### config.mk
export PLATFORM = sky130hd
export DESIGN_NAME = xfer_cu
export DESIGN_NICKNAME = d
export VERILOG_FILES = /design/src/rtl/xfer_cu.sv
export SDC_FILE = /design/constraint.sdc
export NUM_CORES = 1
export LEC_CHECK = 0
export CAP_MARGIN = 20
export CELL_PAD_IN_SITES_DETAIL_PLACEMENT = 1
export CELL_PAD_IN_SITES_GLOBAL_PLACEMENT = 2
export CORE_ASPECT_RATIO = 1.2
export CORE_MARGIN = 2
export CORE_UTILIZATION = 27
export CTS_CLUSTER_SIZE = 30
export DETAILED_ROUTE_END_ITERATION = 6
export GPL_TIMING_DRIVEN = 0
export HOLD_SLACK_MARGIN = 0.1
export PLACE_DENSITY = 0.85
export SLEW_MARGIN = 20
export SYNTH_ARGS = -nofsm -noshare
export SYNTH_HDL_FRONTEND = slang
export SYNTH_SLANG_ARGS = --single-unit
### constraint.sdc
create_clock -name clk -period 1.4 [get_ports clk]
set_clock_uncertainty 0.2 [all_clocks]
set_input_delay 0.21 -clock clk [delete_from_list [all_inputs] [get_ports clk]]
set_output_delay 0.21 -clock clk [all_outputs]
set_load 0.01 [all_outputs]
### src/rtl/xfer_cu.sv
// Two-memory transfer sequencer: optional fill of A, then copy A->B with optional
// per-word filter; drives address-counter strobes and a start/busy/done handshake.
module xfer_cu #(
  parameter int ADDR_W = 3
) (
  input  logic              clk,
  input  logic              rst,
  input  logic              start,
  input  logic [1:0]        mode,
  input  logic [ADDR_W:0]   len,
  input  logic              keep,
  output logic              WEA,
  output logic              IncA,
  output logic              WEB,
  output logic              IncB,
  output logic              clrA,
  output logic              clrB,
  output logic              busy,
  output logic              done,
  output logic [ADDR_W:0]   count_b
);

  typedef enum logic [2:0] {
    S_IDLE, S_CLR, S_FILL, S_REWIND, S_COPY, S_DONE
  } state_t;

  localparam logic [ADDR_W:0] ONE = {{ADDR_W{1'b0}}, 1'b1};

  state_t          r_state;
  logic [ADDR_W:0] r_cnt;
  logic [ADDR_W:0] r_len;
  logic [1:0]      r_mode;
  logic [ADDR_W:0] r_count_b;
  logic            w_last;
  logic            w_wr_b;

  // len_r is nonzero whenever FILL/COPY is reached, so len_r-1 never underflows there
  assign w_last  = (r_cnt == r_len - ONE);
  assign w_wr_b  = (r_state == S_COPY) && ((r_mode != 2'd2) || keep);
  assign count_b = r_count_b;

  always_comb begin
    WEA  = 1'b0;
    IncA = 1'b0;
    WEB  = 1'b0;
    IncB = 1'b0;
    clrA = 1'b0;
    clrB = 1'b0;
    busy = 1'b0;
    done = 1'b0;
    case (r_state)
      S_CLR:    begin clrA = 1'b1; clrB = 1'b1; busy = 1'b1; end
      S_FILL:   begin WEA = 1'b1; IncA = 1'b1; busy = 1'b1; end
      S_REWIND: begin clrA = 1'b1; busy = 1'b1; end
      S_COPY:   begin IncA = 1'b1; WEB = w_wr_b; IncB = w_wr_b; busy = 1'b1; end
      S_DONE:   done = 1'b1;
      default:  ;
    endcase
  end

  always_ff @(posedge clk) begin
    if (!rst) begin
      r_state   <= S_IDLE;
      r_cnt     <= '0;
      r_len     <= '0;
      r_mode    <= '0;
      r_count_b <= '0;
    end else begin
      case (r_state)
        S_IDLE: begin
          if (start && (mode != 2'd3)) begin
            r_mode  <= mode;
            r_len   <= len;
            r_state <= S_CLR;
          end
        end
        S_CLR: begin
          r_cnt     <= '0;
          r_count_b <= '0;
          if (r_len == '0)        r_state <= S_DONE;
          else if (r_mode == 2'd0) r_state <= S_FILL;
          else                    r_state <= S_COPY;
        end
        S_FILL: begin
          r_cnt <= r_cnt + ONE;
          if (w_last) r_state <= S_REWIND;
        end
        S_REWIND: begin
          // A counter is cleared here; this cycle also covers A's read latency
          r_cnt   <= '0;
          r_state <= S_COPY;
        end
        S_COPY: begin
          r_cnt <= r_cnt + ONE;
          if (w_wr_b) r_count_b <= r_count_b + ONE;
          if (w_last) r_state <= S_DONE;
        end
        S_DONE:  r_state <= S_IDLE;
        default: r_state <= S_IDLE;
      endcase
    end
  end

endmodule

==> results of run 1 <==
==> repair_timing <==
action	CTS	global route
gates resized for setup	87	23
buffers inserted	17	7
setup endpoints to repair	26	26
pin swaps	17	12
==> area by class of cell <==
type	count	area [sq um]
plain buffers	4	38.8
clock buffers	4	45.0
fillers	400	1850
inverters	5	28.8
multi-input cells	82	822
flip-flops and latches	17	368
well taps	52	65.1
repair buffers	43	419
==> path summary, 6_finish.rpt <==
check	endpoint	cells after the start
worst min register to register	count_b[3]	2
worst max register to register	r_state[2]	6
worst max-delay path	WEB	5
worst min-delay path	count_b[3]	2
==> power by group <==
group,total [mW],switching (mW),internal [mW],leakage [nW]
Combinational,2.30,0.986,1.31,0.553
Sequential,0.759,0.158,0.601,0.144
Clock,0.381,0.179,0.202,0.0228
Total,3.44,1.32,2.11,0.720
==> cells by family (layout without fill, tap and decap cells) <==
group | count (synthesis) | after routing | synth area share, %
simple gates | 42 | 42 | 27.9
xor+xnor | 11 | 11 | 10.2
buf+inv | 10 | 56 | 5.41
mux | 8 | 8 | 7.87
fa+ha+maj | 4 | 4 | 4.92
compound gates | 17 | 17 | 10.2
flops | 17 | 17 | 33.5
==> worst max-delay path, delay by kind of cell (launching register included) <==
kind                   cells  cell delay, ns
AND/OR/NAND/NOR            2            0.37
flip-flops                 1            0.35
buffers and inverters      3            0.30
==> through the flow <==
stage | util (%) | cells | worst slack, ns | hold slack (ns)
after CTS | 46.0 | 203 | -0.269 | 0.330
after floorplan | - | 109 | -0.0993 | 0.157
final | 49.2 | 207 | -0.292 | 0.341
after detailed placement | 36.4 | 182 | -0.854 | 0.320
after global routing | 49.2 | 207 | -0.337 | 0.383
after global placement | 36.4 | 182 | -0.844 | 0.309
==> cell usage after synthesis, drive strengths merged (2+ instances only) <==
| cell | instances | area [sq um] |
|---|---|---|
| inv | 4 | 15.0 |
| o21ai | 7 | 35.0 |
| nor2b | 7 | 43.8 |
| nor2 | 7 | 28.8 |
| mux2i | 8 | 80.1 |
| a21boi | 4 | 30.0 |
| nand2 | 2 | 7.51 |
| or2 | 2 | 15.0 |
| and2 | 4 | 25.0 |
| nand3 | 3 | 15.0 |
| nor3 | 2 | 15.0 |
| nor4 | 2 | 12.5 |
| xnor2 | 10 | 95.1 |
| dfxtp | 17 | 340 |
| a21oi | 2 | 10.0 |
| nand2b | 2 | 15.0 |
| nor3b | 4 | 40.0 |
| buf | 4 | 31.3 |
| nor4b | 2 | 23.8 |
| and3 | 2 | 12.5 |
| ha | 4 | 50.1 |
==> metal layers <==
| metal | global-route usage [%] | vias up |
|---|---|---|
| met5 | 0 | - |
| met4 | 8.64 | 0 |
| met3 | 1.99 | 10 |
| met2 | 26.9 | 19 |
| met1 | 22.4 | 478 |
| li1 | - | 468 |
==> cell usage in the layout (no fill, tap or decap), types with 4 or more instances in the layout <==
| cell | instances |
|---|---|
| sky130_fd_sc_hd__dlygate4sd2_1 | 5 |
| sky130_fd_sc_hd__buf_6 | 15 |
| sky130_fd_sc_hd__and2_1 | 4 |
| sky130_fd_sc_hd__clkdlybuf4s50_1 | 8 |
| sky130_fd_sc_hd__buf_4 | 12 |
| sky130_fd_sc_hd__nor2b_1 | 7 |
| sky130_fd_sc_hd__dfxtp_1 | 7 |
| sky130_fd_sc_hd__nor2_1 | 4 |
| sky130_fd_sc_hd__xnor2_1 | 6 |
| sky130_fd_sc_hd__mux2i_1 | 8 |
| sky130_fd_sc_hd__dfxtp_2 | 4 |
| sky130_fd_sc_hd__dfxtp_4 | 6 |
==> state kept, by name, indices dropped and copies added, names as in the netlist <==
name,count
r_state,3
count_b,4
r_len,4
r_mode,2
r_cnt,4
==> metrics.log, run 1 <==
INFO  metric clock_tree.root_cell = sky130_fd_sc_hd__clkbuf_8
INFO  metric cp-startpoint = r_state[0]
INFO  metric routed_wl = between 3 and 4 mm
INFO  metric synthDistinctLibCells = 43
INFO  metric timing.hold.worst.start = count_b[3]
INFO  metric crit_fanout = 4
INFO  metric cts.sinks = 17
INFO  metric path_class = register to output pin
INFO  metric vias_per_cell = 4.71
INFO  metric clk_pin_slew_worst_paths = roughly 0.070 ns
INFO  metric die_height = a little over 70 um
INFO  metric setup_repair_after_global_routing_missed_its_margin = yes
INFO  metric min_period = roughly 1.7 ns
INFO  metric grt_pass1_vias = between 1000 and 1500
INFO  metric critical_path.reg2reg.startpoint = r_len[0]
INFO  metric synth_edf_count = 0
INFO  metric outcome = complete, but fails checks
INFO  metric cts_buffer_depth = 2
INFO  metric worst-slew-pin-transition = between 0.3 and 0.4 ns
INFO  metric global_route.usage.total = between 10% and 20%
INFO  metric cts_tree = built
INFO  metric relSlewSlack = between 70% and 80%
INFO  metric drt_pre_antenna_iters = 4
INFO  metric setup.worst_path.end_class = output pin
INFO  metric holdBufCountCts = 0
INFO  metric crit_slowest_cell = sky130_fd_sc_hd__dfxtp_4
INFO  metric crit_chain = buf_8 > or2_4 > nor2_4 > buf_6 > buf_6
INFO  metric power_density = 1920 nW/um^2
INFO  metric routedLengthMet1 = 1.43 mm
INFO  metric wl_met3 = roughly 76 um
INFO  metric power.leakage = 0.720 nW
INFO  metric globalplace.congestion = roughly 0.73
INFO  metric drt-initial-drc-count = 6
INFO  metric antenna_left = 0
INFO  metric full_die_area = roughly 4300 sq um
INFO  metric cts_buffers = 3
INFO  metric syn-num-nets = roughly 120
INFO  metric ir_drop = approximately 740 uV
INFO  metric worstSetupStartpointType = register
INFO  metric finalSetupTns = -2.89 ns
INFO  metric ctsHtreeMaxLevel = 1
INFO  metric worst_hold_path_type = register to register
INFO  metric die_width = roughly 60 um
INFO  metric post-route-worst-setup-slack = -0.292 ns
INFO  metric ioPinCount = 22
INFO  metric top_signal_layer_used = met4
INFO  metric place_area = 1320 sq um
INFO  metric place.port_buffers = 21
INFO  metric placement_rows = 24
INFO  metric asyncSetResetFlopFracSynth = 0%
INFO  metric setup_viol = 24
INFO  metric top_cell_by_count_worst_path = sky130_fd_sc_hd__buf_6
INFO  metric timing_max_transition_violations_final = 0
INFO  metric syn_area = 1020 sq um
INFO  metric yosys_most_used_dff = sky130_fd_sc_hd__dfxtp_1
INFO  metric critical_path.max_stage_delay = 0.35 ns
INFO  metric synth_seq_cells = 17
INFO  metric post-route-cell-area = ~1800 sq um
INFO  metric nNetsFinal = 170
INFO  metric drive_above_1_share = around half
INFO  metric mean_cell_area_of_the_mapped_netlist = around 9.3 sq um
INFO  metric grt_max_degree = 11
INFO  metric detail_route.drc_violations = 0
INFO  metric area_growth = 75.6%
INFO  metric grt_pass1_wl = around 5.5 mm
INFO  metric grt_antenna_before_repair = 0
INFO  metric antenna_cells_inserted = 0
INFO  metric globalRoute.totalOverflow = 0
INFO  metric ys_seq_area_share = 33.5%
INFO  metric clock_latency_on_the_worst_skew_pair = around 0.26 ns
INFO  metric fmax = about 590 MHz
INFO  metric timing.max_cap.violations = 0
INFO  metric num_vias = approximately 1000
INFO  metric initial_utilization = between 20% and 30%
INFO  metric timing.critical_path.required = just under 1 ns
INFO  metric detailed_place_hpwl = between 1.5 and 2 mm
INFO  metric yosysWarningCount = 0
INFO  metric worst-r2r-setup-slack = -0.21 ns
INFO  metric timing_hold_violations_final = 0
INFO  metric wl_per_cell = between 15 and 20 um
INFO  metric final.period_utilization = 121%
INFO  metric wl_met2 = ~1.7 mm
INFO  metric cp.arrival = ~1.3 ns
INFO  metric total_power = approximately 3.4 mW
INFO  metric core_area = around 3600 sq um
INFO  metric synth_cells = 109
INFO  metric violated_checks = setup timing
(Power assumes the default switching activity.)
==> run 2: changes to the inputs <==
--- a/config.mk
+++ b/config.mk
@@ -5,14 +5,16 @@
 export SDC_FILE = /design/constraint.sdc
 export NUM_CORES = 1
 export LEC_CHECK = 0
+export ABC_AREA = 1
 export CAP_MARGIN = 20
 export CELL_PAD_IN_SITES_DETAIL_PLACEMENT = 1
 export CELL_PAD_IN_SITES_GLOBAL_PLACEMENT = 2
 export CORE_ASPECT_RATIO = 1.2
 export CORE_MARGIN = 2
-export CORE_UTILIZATION = 27
+export CORE_UTILIZATION = 23
 export CTS_CLUSTER_SIZE = 30
 export DETAILED_ROUTE_END_ITERATION = 6
+export GPL_ROUTABILITY_DRIVEN = 0
 export GPL_TIMING_DRIVEN = 0
 export HOLD_SLACK_MARGIN = 0.1
 export PLACE_DENSITY = 0.85
==> run 2 against run 1 <==
Against the previous run:
- the flow still finishes with violations (setup timing)
- first-iteration DRC count grew to 2.8 times the previous value
- die area grew 7.5%
- non-clock buffer count decreased by 9
- critical path depth up 2
- register-to-register slack gained 0.11 ns
- fmax is 7.2% higher
- flip-flop and latch count stayed put
- via count increased by 9.7%
- hold slack worse by 0.073 ns
- count of clock-buffer cells in the layout is the same
- design area down 12%
- synthesized cell count grew 31%
- largest power group unchanged
- critical endpoint unchanged
==> metrics.log, run 2 <==
INFO  metric drive_above_1_share = 40.7% (-11 points)
INFO  metric routed_wl = 3.03 mm (-9.8%)
INFO  metric total_power = 3.15 mW (-8.2%)
INFO  metric place.port_buffers = 21 (unchanged)
INFO  metric cp-startpoint = r_state[1]
INFO  metric core_area = 3910 sq um (+7.6%)
INFO  metric final.period_utilization = 113% (-8.2 points)
INFO  metric worst-slew-pin-transition = 0.278 ns (-0.0615 ns)
INFO  metric final_util = 40.3% (-8.9 points)
INFO  metric antenna_cells_inserted = 0 (unchanged)
INFO  metric worstSetupStartpointType = register
INFO  metric ctsHtreeMaxLevel = 1 (unchanged)
INFO  metric cts.sinks = 17 (unchanged)
INFO  metric timing.max_cap.violations = 0 (unchanged)
INFO  metric clock_latency_on_the_worst_skew_pair = 0.25 ns (about the same)
INFO  metric num_vias = 1070 (+9.7%)
INFO  metric die_width = 62.2 um (+3.7%)
INFO  metric power_density = 2000 nW/um^2 (+4.1%)
INFO  metric vias_per_cell = 4.53 (-3.7%)
INFO  metric post_synth_most_frequent_cells = 34 x sky130_fd_sc_hd__nand2_1, 20 x sky130_fd_sc_hd__inv_1, 17 x sky130_fd_sc_hd__dfxtp_1, 15 x sky130_fd_sc_hd__nor2_1, 13 x sky130_fd_sc_hd__a21oi_1
INFO  metric timing_hold_violations_final = 0 (unchanged)
INFO  metric grt_max_degree = 11 (unchanged)
INFO  metric worstPathBufferInverterCount = 4 (+1)
INFO  metric yosysWarningCount = 0 (unchanged)
INFO  metric synth_top_area_share = 36.4% (+2.9 points)
INFO  metric cts_buffers = 3 (unchanged)
INFO  metric crit_slowest_cell = sky130_fd_sc_hd__dfxtp_4
INFO  metric relSlewSlack = 81.4% (+4.3 points)
INFO  metric min_period = 1.58 ns (-0.114 ns)
INFO  metric yosys_most_used_dff = sky130_fd_sc_hd__dfxtp_1
INFO  metric layout.cells.non_filler = 236 (+14%)
INFO  metric timing.hold.worst.start = r_mode[1]
INFO  metric wl_per_cell = 12.8 um (-21%)
INFO  metric full_die_area = 4600 sq um (+7.5%)
INFO  metric synth_seq_cells = 17 (unchanged)
INFO  metric syn_area = 936 sq um (-8.0%)
INFO  metric drt-initial-drc-count = 17 (+11)
INFO  metric critical_path.reg2reg.startpoint = r_state[1]
INFO  metric layout.cells.most_common = sky130_fd_sc_hd__nand2_1
INFO  metric synth_edf_count = 0 (unchanged)
INFO  metric cts_buffer_depth = 2 (unchanged)
INFO  metric outcome = complete, but fails checks
INFO  metric timing.critical_path.required = 0.99 ns (about the same)
INFO  metric clk_pin_slew_worst_paths = 0.06 ns (about the same)
INFO  metric worst-r2r-setup-slack = -0.10 ns (+0.11 ns)
INFO  metric path_class = register to output pin
INFO  metric asyncSetResetFlopFracSynth = 0% (unchanged)
INFO  metric cp.arrival = 1.17 ns (-0.11 ns)
INFO  metric grt_antenna_before_repair = 0 (unchanged)
INFO  metric detail_route.drc_violations = 0 (unchanged)
INFO  metric global_route.usage.total = 13.9% (-3.1 points)
INFO  metric detailed_place_hpwl = 2.15 mm (+15%)
INFO  metric worst_hold_path_type = register to register
INFO  metric setup_viol = 18 (-25%)
INFO  metric yosys.cell_count.top_type = sky130_fd_sc_hd__nand2_1
INFO  metric ys_seq_area_share = 36.4% (+2.9 points)
INFO  metric mean_cell_area_of_the_mapped_netlist = 6.54 sq um (-30%)
INFO  metric synth_area_leader_cell = sky130_fd_sc_hd__dfxtp_1
INFO  metric synth_cells = 143 (+31%)
INFO  metric drt_pre_antenna_iters = 4 (unchanged)
INFO  metric layout_common_cells = 28 x sky130_fd_sc_hd__nand2_1, 13 x sky130_fd_sc_hd__nor2_1, 12 x sky130_fd_sc_hd__inv_1, 12 x sky130_fd_sc_hd__dfxtp_1
INFO  metric syn-num-nets = 157 (+28%)
INFO  metric fmax = 634 MHz (+7.2%)
INFO  metric nNetsFinal = 197 (+16%)
INFO  metric cts_tree = built
INFO  metric grt_pass1_wl = 5.06 mm (-8.6%)
INFO  metric placement_rows = 25 (+4.2%)
INFO  metric setup.worst_path.end_class = output pin
INFO  metric ioPinCount = 22 (unchanged)
INFO  metric die_height = 73.9 um (+3.7%)
INFO  metric ir_drop = 1090 uV (+48%)
INFO  metric crit_fanout = 3 (-1)
INFO  metric setup_repair_after_global_routing_missed_its_margin = yes
INFO  metric placed_cells_incl_taps = 218 (+20%)
INFO  metric clock_tree.root_cell = sky130_fd_sc_hd__clkbuf_8
INFO  metric antenna_left = 0 (unchanged)
INFO  metric synth_top_area_cells = sky130_fd_sc_hd__dfxtp_1 36%, sky130_fd_sc_hd__nand2_1 14%, sky130_fd_sc_hd__inv_1 8.0%, sky130_fd_sc_hd__a21oi_1 7.0%, sky130_fd_sc_hd__o21ai_0 6.4%
INFO  metric post-route-worst-setup-slack = -0.178 ns (+0.114 ns)
INFO  metric crit_chain = nor2_4 > nand2_4 > inv_4 > nand2_4 > inv_2 > buf_6 > buf_6
INFO  metric violated_checks = setup timing
INFO  metric initial_utilization = 23.9% (-4.1 points)
INFO  metric grt_pass1_vias = 1177 (+7.6%)
INFO  metric critical_path.max_stage_delay = 0.37 ns (+0.02 ns)
INFO  metric critical-path-top-delay-family = flip-flops
INFO  metric area_growth = 68.3%
INFO  metric timing_max_transition_violations_final = 0 (unchanged)
INFO  metric power.leakage = 0.715 nW (-0.68%)
INFO  metric synthDistinctLibCells = 18 (-58%)
INFO  metric globalRoute.totalOverflow = 0 (unchanged)
## run 2: cell count changes after synthesis, sizes merged, moves of 5 or more
cell	delta
nand3	+7
nor2	+10
mux2i	-8
a21oi	+11
xnor2	-10
o21ai	+5
inv	+18
nor2b	-7
nand2	+36
## run 2: layer usage
metal | routed length, um | GRT usage (%)
met1 | 1080 | 13.1
met2 | 1830 | 30.7
met3 | 80 | 3.37
met4 | 40 | 1.48
met5 | 0 | 0
## run 2: tightest hold or removal path, cell delays in order, from the launching register on
cell and delay, ns:
sky130_fd_sc_hd__dfxtp_1 0.32, sky130_fd_sc_hd__inv_1 0.05, sky130_fd_sc_hd__a21oi_1 0.05
## run 2: where the power goes
part	total (mW)	switching [mW]	internal (mW)
Sequential	0.806	0.172	0.634
Combinational	1.98	1.05	0.928
Clock	0.369	0.167	0.202
Total	3.15	1.39	1.76
## run 2: area by class of cell
class                           count  area [sq um]
Inverter                           22          97.6
Fill cell                         481          2330
Multi-Input combinational cell    101           664
Buffer                              3          23.8
Tap cell                           54          67.6
Sequential cell                    17           354
Clock buffer                        4          45.0
Timing Repair Buffer               35           323
## run 2: repair_timing
action                     in CTS  in global routing
hold buffers                    0                  0
cloned                          0                  0
buffers inserted               10                  4
pin swaps                       7                  5
setup endpoints to repair      25                 22
resized for setup              81                 33
## run 2: cells by family after synthesis
group | after synthesis | share of synthesized area (%)
buffers and inverters | 25 | 10.6
adder cells (fa/ha/maj) | 4 | 5.35
AO/OA/AOI/OAI | 26 | 14.0
XOR/XNOR | 3 | 2.81
AND/OR/NAND/NOR | 68 | 30.9
flip-flops | 17 | 36.4
## run 2: final timing paths
check                                  to  depth (start not counted)
worst min register to register  r_mode[1]                          2
worst min-delay path            r_mode[1]                          2
worst max-delay path                  WEB                          7
worst max register to register   r_len[2]                          6
## run 2: metrics by stage
step	setup WS (ns)	cell area, sq um	setup TNS, ns	hold WS (ns)
floorplan	0.00382	950	0	0.148
global placement	-0.571	1230	-5.97	0.256
detailed placement	-0.562	1230	-6.92	0.269
CTS	-0.214	1440	-2.03	0.277
global route	-0.252	1580	-3.03	0.294
finish	-0.178	1580	-1.34	0.268
==> run 3: changes to the inputs <==
--- a/config.mk
+++ b/config.mk
@@ -17,8 +17,7 @@
 export GPL_ROUTABILITY_DRIVEN = 0
 export GPL_TIMING_DRIVEN = 0
 export HOLD_SLACK_MARGIN = 0.1
-export PLACE_DENSITY = 0.85
-export SLEW_MARGIN = 20
+export PLACE_DENSITY = 0.72
 export SYNTH_ARGS = -nofsm -noshare
 export SYNTH_HDL_FRONTEND = slang
 export SYNTH_SLANG_ARGS = --single-unit
==> run 3 against run 2 <==
Against the previous run:
- the run still ends with setup timing left
- design area grew 2.5%
- flip-flop and latch count is the same
- count of clock-buffer cells in the layout is the same
- hold slack gained 0.014 ns
- largest power group unchanged
- non-clock buffer count shrank 1
==> metrics.log, run 3 (synthesis gave the netlist of run 2 again) <==
INFO  metric nNetsFinal = 196 (-0.51%)
INFO  metric layout.cells.most_common = sky130_fd_sc_hd__nand2_1
INFO  metric ctsHtreeMaxLevel = 1 (unchanged)
INFO  metric timing.critical_path.required = 0.99 ns (about the same)
INFO  metric grt_max_degree = 11 (unchanged)
INFO  metric detail_route.drc_violations = 0 (unchanged)
INFO  metric globalRoute.totalOverflow = 0 (unchanged)
INFO  metric clock_tree.root_cell = sky130_fd_sc_hd__clkbuf_8
INFO  metric wl_met3 = 87 um (+8.8%)
INFO  metric drt_pre_antenna_iters = 2 (-2)
INFO  metric grt_antenna_before_repair = 0 (unchanged)
INFO  metric setup.worst_path.end_class = output pin
INFO  metric antenna_cells_inserted = 0 (unchanged)
INFO  metric relSlewSlack = 82.8% (+1.4 points)
INFO  metric critical_path.endpoint = WEB
INFO  metric setup_repair_after_global_routing_missed_its_margin = yes
INFO  metric wl_met2 = 1.84 mm (+0.77%)
INFO  metric cts_buffer_depth = 2 (unchanged)
INFO  metric cts.sinks = 17 (unchanged)
INFO  metric cts_tree = built
INFO  metric path_class = register to output pin
INFO  metric timing_max_transition_violations_final = 0 (unchanged)
INFO  metric r2r.worst_path.cells = 6 (unchanged)
INFO  metric outcome = complete, but fails checks
INFO  metric initial_utilization = 23.9% (unchanged)
INFO  metric min_period = 1.64 ns (+0.0577 ns)
INFO  metric worst-r2r-setup-slack = -0.12 ns (-0.02 ns)
INFO  metric crit_fanout = 4 (+1)
INFO  metric top_signal_layer_used = met4
INFO  metric timing_hold_violations_final = 0 (unchanged)
INFO  metric cts_buffers = 3 (unchanged)
INFO  metric die_height = 73.9 um (unchanged)
INFO  metric worst_hold_path_type = register to register
INFO  metric global_route.usage.total = 13.5% (-0.37 points)
INFO  metric core_area = 3910 sq um (unchanged)
INFO  metric drt-initial-drc-count = 10 (-7)
INFO  metric clock_latency_on_the_worst_skew_pair = 0.25 ns (about the same)
INFO  metric area_growth = 72.6%
INFO  metric full_die_area = 4600 sq um (unchanged)
INFO  metric power.leakage = 0.710 nW (-0.70%)
INFO  metric cp.arrival = 1.23 ns (+0.06 ns)
INFO  metric cp-startpoint = r_state[1]
INFO  metric routed_wl = 3.17 mm (+4.6%)
INFO  metric placement_rows = 25 (unchanged)
INFO  metric grt_pass1_wl = 4.78 mm (-5.5%)
INFO  metric fmax = 611 MHz (-3.5%)
INFO  metric timing.max_cap.violations = 0 (unchanged)
INFO  metric wl_per_cell = 13.5 um (+5.0%)
INFO  metric die_width = 62.2 um (unchanged)
INFO  metric violated_checks = setup timing
INFO  metric r2r_end = r_len[1]
INFO  metric num_vias = 1046 (-2.2%)
INFO  metric place.port_buffers = 21 (unchanged)
INFO  metric placed_cells_incl_taps = 218 (unchanged)
INFO  metric clk_pin_slew_worst_paths = 0.07 ns (about the same)
INFO  metric ioPinCount = 22 (unchanged)
INFO  metric drive_above_1_share = 41.4% (+0.78 points)
INFO  metric post-route-worst-setup-slack = -0.236 ns (-0.0577 ns)
INFO  metric routedLengthMet1 = 1.22 mm (+13%)
INFO  metric vias_per_cell = 4.45 (-1.8%)
INFO  metric final_util = 41.3% (+1.0 points)
INFO  metric critical_path.reg2reg.startpoint = r_state[0]
INFO  metric setup_viol = 16 (-2)
INFO  metric layout.cells.non_filler = 235 (-0.42%)
INFO  metric worstSetupStartpointType = register
INFO  metric ir_drop = 781 uV (-29%)
INFO  metric antenna_left = 0 (unchanged)
INFO  metric detailed_place_hpwl = 2.13 mm (-1.1%)
INFO  metric grt_pass1_vias = 1086 (-7.7%)
INFO  metric final.period_utilization = 117% (+4.1 points)
INFO  metric layout_common_cells = 30 x sky130_fd_sc_hd__nand2_1, 15 x sky130_fd_sc_hd__buf_6, 13 x sky130_fd_sc_hd__nor2_1
INFO  metric power_density = 1990 nW/um^2 (-0.65%)
INFO  metric worst-slew-pin-transition = 0.258 ns (-0.0207 ns)
[run 3: cell types whose count changed in the layout (fill, tap and decap cells not counted), sizes merged]
| cell | before | now |
|---|---|---|
| buf | 25 | 24 |
[run 3: per-stage QoR]
step	power (mW)	setup slack [ns]	cell area, sq um	hold WS [ns]	TNS, ns
after floorplan	1.52	0.00382	950	0.148	0
after CTS	2.70	-0.215	1400	0.269	-1.72
after detailed placement	2.02	-0.555	1230	0.259	-6.69
after global placement	1.99	-0.560	1230	0.253	-6.01
final	3.21	-0.236	1620	0.282	-1.63
after global routing	3.48	-0.292	1620	0.309	-2.88
[run 3: timing repair]
| item | 4_1_cts | 5_1_grt |
|---|---|---|
| gates cloned | 0 | 1 |
| setup endpoints to repair | 27 | 21 |
| gates resized for setup | 68 | 58 |
| buffers inserted | 8 | 4 |
| hold buffers | 0 | 0 |
| pin swaps | 8 | 14 |
[run 3: worst min-delay path by stage]
stage / to / start / cells past startpoint
6_report: r_mode[1] / r_mode[1] / 2
3_3_place_gp: r_mode[1] / r_mode[1] / 2
5_1_grt: r_mode[1] / r_mode[1] / 2
2_1_floorplan: r_mode[1] / rst / 2
4_1_cts: r_mode[1] / r_mode[1] / 2
3_5_place_dp: r_mode[1] / r_mode[1] / 2
[run 3: cell type report]
type / instances / area (sq um)
clock buffers: 4 / 45.0
well taps: 54 / 67.6
flip-flops and latches: 17 / 354
plain buffers: 3 / 30.0
multi-input cells: 101 / 687
inverters: 22 / 105
repair buffers: 34 / 327
fillers: 491 / 2290
[run 3: report_power, final]
| group | internal, mW | switching (mW) |
|---|---|---|
| sequential | 0.634 | 0.188 |
| clock | 0.202 | 0.179 |
| combinational | 0.952 | 1.06 |
[run 3: worst max-delay path, cell delays in order, from the launching register on]
cell and delay, ns:
sky130_fd_sc_hd__dfxtp_4 0.38, sky130_fd_sc_hd__nor2_4 0.14, sky130_fd_sc_hd__nand2_4 0.09, sky130_fd_sc_hd__inv_4 0.08
sky130_fd_sc_hd__nand2_4 0.05, sky130_fd_sc_hd__inv_2 0.06, sky130_fd_sc_hd__buf_6 0.08, sky130_fd_sc_hd__buf_6 0.09
[run 3: per-layer routing]
layer	track usage, %	vias up
li1	-	527
met2	29.5	11
met1	12.6	506
met3	2.14	2
met4	4.44	0
met5	0	-
